[src/rtl/mul_serial_acc.sv]
// Bit-serial shift-and-add multiplier with optional accumulation.
// One multiplier bit is consumed per cycle, LSB first; two's-complement mode weights the MSB negatively.
module mul_serial_acc #(
   parameter int WIDTH     = 8,
   parameter int ACC_WIDTH = 2*WIDTH+4,
   parameter bit SIGNED    = 1'b1
) (
   input  logic                 clk,
   input  logic                 rst_n,
   input  logic                 clr,
   input  logic                 i_valid,
   output logic                 o_ready,
   input  logic                 i_acc,
   input  logic [WIDTH-1:0]     i_data0,
   input  logic [WIDTH-1:0]     i_data1,
   output logic [ACC_WIDTH-1:0] o_data,
   output logic                 o_valid
);

   localparam int CNT_W = (WIDTH > 2) ? $clog2(WIDTH) : 1;
   localparam logic [CNT_W-1:0] CNT_LAST = CNT_W'(WIDTH-1);

   typedef enum logic [1:0] {
      ST_IDLE = 2'd0,
      ST_BUSY = 2'd1,
      ST_DONE = 2'd2
   } state_t;

   state_t                 state_r,  state_nxt_s;
   logic [CNT_W-1:0]       cnt_r,    cnt_nxt_s;
   logic [WIDTH-1:0]       mplier_r, mplier_nxt_s;
   logic [WIDTH-1:0]       mcand_r,  mcand_nxt_s;
   logic [ACC_WIDTH-1:0]   psum_r,   psum_nxt_s;
   logic [ACC_WIDTH-1:0]   data_r,   data_nxt_s;
   logic                   valid_r,  valid_nxt_s;
   logic                   ready_r,  ready_nxt_s;

   logic                   accept_s;
   logic                   last_s;
   logic [ACC_WIDTH-1:0]   term_s;
   logic [ACC_WIDTH-1:0]   step_s;

   function automatic logic [ACC_WIDTH-1:0] extend(input logic [WIDTH-1:0] v);
      logic [ACC_WIDTH-1:0] r;
      if (SIGNED) begin
         r = {{(ACC_WIDTH-WIDTH){v[WIDTH-1]}}, v};
      end else begin
         r = {{(ACC_WIDTH-WIDTH){1'b0}}, v};
      end
      return r;
   endfunction

   assign o_ready = ready_r;
   assign o_data  = data_r;
   assign o_valid = valid_r;

   assign accept_s = i_valid && ready_r;
   assign last_s   = (cnt_r == CNT_LAST);
   assign term_s   = extend(mcand_r) << cnt_r;

   // One shift-and-add step; the top multiplier bit carries negative weight in signed mode
   always_comb begin
      step_s = psum_r;
      if (mplier_r[cnt_r]) begin
         if (SIGNED && last_s) begin
            step_s = psum_r - term_s;
         end else begin
            step_s = psum_r + term_s;
         end
      end else begin
         step_s = psum_r;
      end
   end

   // Next-state and datapath selection; clr overrides everything
   always_comb begin
      state_nxt_s  = state_r;
      cnt_nxt_s    = cnt_r;
      mplier_nxt_s = mplier_r;
      mcand_nxt_s  = mcand_r;
      psum_nxt_s   = psum_r;
      data_nxt_s   = data_r;
      valid_nxt_s  = 1'b0;

      case (state_r)
         ST_IDLE, ST_DONE: begin
            if (accept_s) begin
               // Accumulating reads the result currently on o_data
               state_nxt_s  = ST_BUSY;
               cnt_nxt_s    = {CNT_W{1'b0}};
               mplier_nxt_s = i_data0;
               mcand_nxt_s  = i_data1;
               psum_nxt_s   = i_acc ? data_r : {ACC_WIDTH{1'b0}};
            end else begin
               state_nxt_s  = ST_IDLE;
            end
         end
         ST_BUSY: begin
            psum_nxt_s = step_s;
            if (last_s) begin
               state_nxt_s = ST_DONE;
               cnt_nxt_s   = {CNT_W{1'b0}};
               data_nxt_s  = step_s;
               valid_nxt_s = 1'b1;
            end else begin
               cnt_nxt_s   = cnt_r + CNT_W'(1);
            end
         end
         default: begin
            state_nxt_s = ST_IDLE;
            cnt_nxt_s   = {CNT_W{1'b0}};
            psum_nxt_s  = {ACC_WIDTH{1'b0}};
         end
      endcase

      if (clr) begin
         state_nxt_s = ST_IDLE;
         cnt_nxt_s   = {CNT_W{1'b0}};
         psum_nxt_s  = {ACC_WIDTH{1'b0}};
         data_nxt_s  = {ACC_WIDTH{1'b0}};
         valid_nxt_s = 1'b0;
      end else begin
         valid_nxt_s = valid_nxt_s;
      end

      ready_nxt_s = (state_nxt_s != ST_BUSY);
   end

   // State and output registers
   always_ff @(posedge clk or negedge rst_n) begin
      if (!rst_n) begin
         state_r  <= ST_IDLE;
         cnt_r    <= {CNT_W{1'b0}};
         mplier_r <= {WIDTH{1'b0}};
         mcand_r  <= {WIDTH{1'b0}};
         psum_r   <= {ACC_WIDTH{1'b0}};
         data_r   <= {ACC_WIDTH{1'b0}};
         valid_r  <= 1'b0;
         ready_r  <= 1'b1;
      end else begin
         state_r  <= state_nxt_s;
         cnt_r    <= cnt_nxt_s;
         mplier_r <= mplier_nxt_s;
         mcand_r  <= mcand_nxt_s;
         psum_r   <= psum_nxt_s;
         data_r   <= data_nxt_s;
         valid_r  <= valid_nxt_s;
         ready_r  <= ready_nxt_s;
      end
   end

endmodule

[config.mk]
export PLATFORM = sky130hd
export DESIGN_NAME = mul_serial_acc
export DESIGN_NICKNAME = d
export VERILOG_FILES = /design/src/rtl/mul_serial_acc.sv
export SDC_FILE = /design/constraint.sdc
export NUM_CORES = 1
export LEC_CHECK = 0
export BUFFER_PORTS_ARGS = -buffer_cell sky130_fd_sc_hd__buf_2
export CAP_MARGIN = 20
export CORE_AREA = 3 3 109 111
export CTS_CLUSTER_SIZE = 40
export DETAILED_ROUTE_END_ITERATION = 10
export DIE_AREA = 0 0 112 114
export PLACE_DENSITY = 0.63
export SKIP_CTS_REPAIR_TIMING = 1
export SLEW_MARGIN = 20
export SYNTH_ARGS = -nofsm -noshare
export SYNTH_HDL_FRONTEND = slang
export SYNTH_SLANG_ARGS = --single-unit
[constraint.sdc]
create_clock -name clk -period 6.3 [get_ports clk]
set_input_delay 0.63 -clock clk [delete_from_list [all_inputs] [get_ports clk]]
set_output_delay 0.63 -clock clk [all_outputs]
set_load 0.05 [all_outputs]
# Word level (Yosys, flattened, before mapping)
# Cells that the tools add are included.
# word_totals
ram_bits	0
romBits	0
latchBits	0
n_memories	0
elab_cells	47
output_inout_bits	22
register_bits	63
# op_classes
mux	22
reduce_logical	7
div	0
addsub	3
order_cmp	1
eq_ne	5
n_bitwise	0
shifts	1
multipliers	0
# ops
operator	n
20-bit 2-to-1 mux	8
20-bit one-hot mux with 2 select lines	1
20-bit adder	1
20-bit by 3-bit << shifter with 20-bit output	1
20-bit subtractor	1
3-bit 2-to-1 mux	3
3-bit one-hot mux with 2 select lines	1
1-bit 2-to-1 mux	5
3-bit by 4-bit < comparator with 1-bit output, second input constant	1
2-bit 2-to-1 mux	2
2-bit one-hot mux with 2 select lines	1
2-bit AND reduction	2
2-bit nonzero test	2
3-bit by 1-bit adder with 3-bit output, second input constant	1
1-bit binary-select mux with 3-bit select	1
3-bit == test, second input constant	1
3-bit != test, second input constant	1
2-bit by 1-bit == test with 1-bit output, second input constant	1
2-bit == test, second input constant	1
2-bit logical NOT	1
2-bit by 1-bit != test with 1-bit output, second input constant	1
2-bit OR reduction	1
1-bit logical AND	1

# Depth between registers and ports, before layout
# depth
ltp_word	7
ltp_mapped	21
depth_no_buf	18

# Worst setup path before layout
# No wires, ideal clock.
# synth_timing
path_type	register to register
from	register cnt_r[1]
to	register psum_r[19]
stages_incl_launch_ff	22
t_arrival_ns	4.301
path_slack_ns	1.913
path_buffers	4
required_ns	6.213
cell_sequence	dfrtp_1 > buf_6 > clkbuf_1 > buf_2 > nand3b_1 > o31a_1 > and2b_2 > o21ai_0 > or2_2 > nor2_1 > a21oi_1 > xnor2_1 > ha_1 > clkbuf_1 > a21oi_1 > o21ai_0 > a221oi_1 > nor4bb_1 > o31ai_1 > xor2_1 > or4_1 > o211ai_1
# synth_between
elab_chain_len	6
elab_cells_between_ends	10
classes_between	2 x add/sub; 1 x eq/ne; 1 x shift; 6 x mux
# synth_lines
element	line	rtl
start, declared	30	logic [CNT_W-1:0] cnt_r, cnt_nxt_s;
start signal, assigned	133	cnt_r <= {CNT_W{1'b0}};
start signal, assigned	142	cnt_r <= cnt_nxt_s;
20-bit by 3-bit << shifter with 20-bit output	59	assign term_s = extend(mcand_r) << cnt_r;
20-bit adder / 20-bit subtractor (equally long branches)	68, 66	
20-bit 2-to-1 mux	65	if (SIGNED && last_s) begin
20-bit 2-to-1 mux (*)	64	if (mplier_r[cnt_r]) begin
20-bit one-hot mux with 2 select lines (*)	85	case (state_r)
20-bit 2-to-1 mux (*)	116	if (clr) begin
end signal, assigned	136	psum_r <= {ACC_WIDTH{1'b0}};
end signal, assigned	145	psum_r <= psum_nxt_s;
end, declared	33	logic [ACC_WIDTH-1:0] psum_r, psum_nxt_s;
# Every way passes the cells marked *; elsewhere a longest branch is shown, timed or not. The select of a mux whose other input is x is not followed.
# A chain may end at the register's enable or synchronous reset.

# Worst setup path after layout
# layout_timing
from	register cnt_r[0]
to	register data_r[19] (netlist: o_data[19])
# layout_between
elab_chain_len	7
elab_cells_between_ends	13
classes_between	2 x add/sub; 1 x eq/ne; 1 x shift; 7 x mux; 2 x reduce/logical
# layout_lines
element	line	rtl
20-bit by 3-bit << shifter with 20-bit output	59	
20-bit adder / 20-bit subtractor (equally long branches)	68, 66	
20-bit 2-to-1 mux	65	
20-bit 2-to-1 mux	64	
20-bit 2-to-1 mux	100	if (last_s) begin
20-bit 2-to-1 mux	85	
20-bit 2-to-1 mux	116	
end signal, assigned	137	data_r <= {ACC_WIDTH{1'b0}};
end signal, assigned	146	data_r <= data_nxt_s;
end, declared	34	logic [ACC_WIDTH-1:0] data_r, data_nxt_s;
# Parallel ways exist; a longest one is shown, timed or not. The select of a mux whose other input is x is not followed.

==> results.toml <==
[power]
leakage_nw = 2.29
ir_worst_vdd_v = 0.000135
p_sw_mw = 0.526
power_frac_seq = 0.347
power.share.clock = 0.265
combPwrFrac = 0.388
p_per_area_nw_per_um2 = 280
p_sw_frac = 0.377
internal_power_mw = 0.867

[worst_setup_path]
start_kind = "flip-flop"
cp.required_ps = 6520
crit_fanout = 20
slowest_delay_ps = 860
cp_slowest_cell = "dfrtp_1"
worstPathCellList = "mux4_2 > and2b_2 > o21ai_0 > or2_2 > nor2_1 > a31oi_1 > xor2_1 > ha_1 > and3_1 > nand3_1 > a211oi_1 > nor4bb_1 > o31ai_1 > nor3b_1 > a2111oi_0 > nand2_1"
cp.arrival_ps = 5510
rrSetupSlack_ps = 1010
r2r_cells = 16
critPathBufInv = 0
crit_path_start = "cnt_r[0]"
timing.rr.end = "o_data[19]"
cp_top_family = "compound AO/OA/AOI/OAI gates"
r2r-start = "cnt_r[0]"
crit_type = "flip-flop to flip-flop"
end_kind = "flip-flop"

[yosys]
netlist_top_cells_area = "dfrtp_1 35%, ha_1 6.1%, mux2_2 5.5%"
ys_ff_latch = 63
synth-compound-area-share = 0.223
async_flop_share = 1.00
yosys.area_share.xor_xnor = 0.0527
synth-simple-area-share = 0.143
ys.flop_type = "dfrtp_1"
mappedNetlistNets = 504
synth_edf_count = 0
synth_commonest_cells = "62 x dfrtp_1, 39 x nor2_1, 35 x a21oi_1"
synth_area_per_cell_um2 = 9.75
yosys.area_share.adder = 0.0658
synth_top_area_cell = "dfrtp_1"
synth.top_cell.area_share = 0.346
yosysMostFrequentCell = "dfrtp_1"
netlist_area_um2 = 4490
synth_cell_type_count = 65
yosysSeqAreaShare = 0.352
synth_top_family_by_area = "compound AO/OA/AOI/OAI gates"
synth_mux_area_frac = 0.112
netlist_instances = 460
yosysWarnings = 0

[finish]
nets = 538
n_antenna_cell = 0
area_growth_syn_to_layout_pct = 10.9
drive_above_1_share = 0.222
n_fill_cell = 1036
seqCellArea_um2 = 1580
multi_input_area_um2 = 2710
fin_area_um2 = 4970

[placed_design]
gp_congestion = 0.852
dpl-instance-area_um2 = 4770
port_buffers = 42
post-dp-hpwl_mm = 7.80

[grt]
overflow = 0
grt_pass1_wl_mm = 18.3
antenna_found_initial = 0
grt_max_degree = 64
grt_pass1_vias = 3754
grt_use_total = 0.178

[floorplan]
coreArea_um2 = 10900
die_w_um = 112
placementRows = 38
die_h_um = 114
initial_core_util = 0.412
die-area_um2 = 12800
io_pins = 43

[sta]
slew_headroom = 0.302
tightest_slew_ps = 1050
finClkSkew_ps = 14.1
fin_crit_sh = 0.839
tns_ps = 0
hold_viol_final = 0
rsz0062_at_grt = "false"
fmax_mhz = 189
slew_viol_final = 0
period_needed_ps = 5290
setup_violations = 0

[drt]
vias = 3649
drtPass1Iterations = 5
wire_per_inst_um = 16.9
drc = 0
drtIter0Drc = 242
ant_nets = 0
routed_via_density = 5.71
routed_wl_mm = 10.8

[clock_tree]
cts.sinks = 63
cts_buffers = 9
cts_buffer_depth = 2
cts_tree = "built"
clk_pin_slew_ps = 90
clk_latency_ps = 360
root_buffer = "clkbuf_8"
htree_levels = 3

[run]
drv_cap = 0

[status]
status = "finished clean"

[hold_path]
hp-class = "input pin to async pin"
-- kinds of logic after synthesis --
group,after synthesis
and+or+nand+nor,123
AOI/OAI and AO/OA,142
DFF,63
adders and majority gates,23
xor gates and xnor gates,27
buffers and inverters,41
muxes,41
-- flip-flops by register name (all words and copies together), names as in the netlist --
| name | count |
|---|---|
| mcand_r | 8 |
| o_valid | 1 |
| o_data | 20 |
| o_ready | 1 |
| psum_r | 20 |
| mplier_r | 8 |
| state_r | 2 |
| cnt_r | 3 |
-- worst max-delay path by stage --
stage | depth (start not counted) | slack, ps | endpoint
final | 16 | 1010 | o_data[19]
after global routing | 16 | 620 | psum_r[19]
after CTS | 16 | 1100 | psum_r[19]
after detailed placement | 16 | 1150 | o_data[19]
after global placement | 16 | 1290 | psum_r[19]
after floorplan | 21 | 1910 | psum_r[19]
-- metrics by stage --
step / utilization / instances / total power [mW] / hold slack, ps / setup slack [ps]
finish: 0.457 / 639 / 1.39 / 437 / 1010
global route: 0.457 / 639 / 1.50 / 486 / 618
CTS: 0.457 / 639 / 1.40 / 476 / 1100
detailed placement: 0.438 / 623 / 1.03 / 490 / 1150
global placement: 0.438 / 623 / 1.02 / 485 / 1290
floorplan: - / 460 / 0.913 / 334 / 1910
-- power groups by stage --
stage / clock network [mW] / logic, mW / registers, mW
floorplan: 0 / 0.440 / 0.473
global placement: 0 / 0.527 / 0.490
detailed placement: 0 / 0.537 / 0.492
CTS: 0.380 / 0.541 / 0.484
global route: 0.398 / 0.610 / 0.491
finish: 0.369 / 0.540 / 0.484
-- worst register-to-register path: cells and delay by family (launching register included) --
family	cells	cell delay, ps
multiplexers	1	650
XOR/XNOR	1	190
flip-flops	1	860
AO/OA/AOI/OAI	5	1600
AND/OR/NAND/NOR	8	1470
adder cells (fa/ha/maj)	1	370
-- layout by cell type, fill, tap and decap left out, types with 11 or more instances in the layout --
cell     instances
a21o_1          12
a21oi_1         35
a22o_1          11
buf_2           42
dfrtp_1         62
ha_1            22
inv_1           16
mux2_2          22
mux2i_1         13
nand2_1         28
nor2_1          39
o21ai_0         29
xnor2_1         16
xor2_1          11
-- cell type report --
| cell class | instances | share of cell area |
|---|---|---|
| multi-input combinational | 356 | 0.544 |
| sequential | 63 | 0.317 |
| timing repair buffer | 47 | 0.0498 |
| tap | 140 | 0.0352 |
| clock buffer | 9 | 0.0249 |
| clock inverter | 7 | 0.0161 |
| inverter | 17 | 0.0128 |
-- routing by layer --
metal | share of wire | vias up | track usage
met5 | 0 | - | 0
met4 | 0.020 | 0 | 0.0713
met3 | 0.036 | 19 | 0.0334
met2 | 0.47 | 87 | 0.288
met1 | 0.48 | 1762 | 0.237
li1 | - | 1781 | -
No activity file was read; power rests on OpenSTA's default activity.
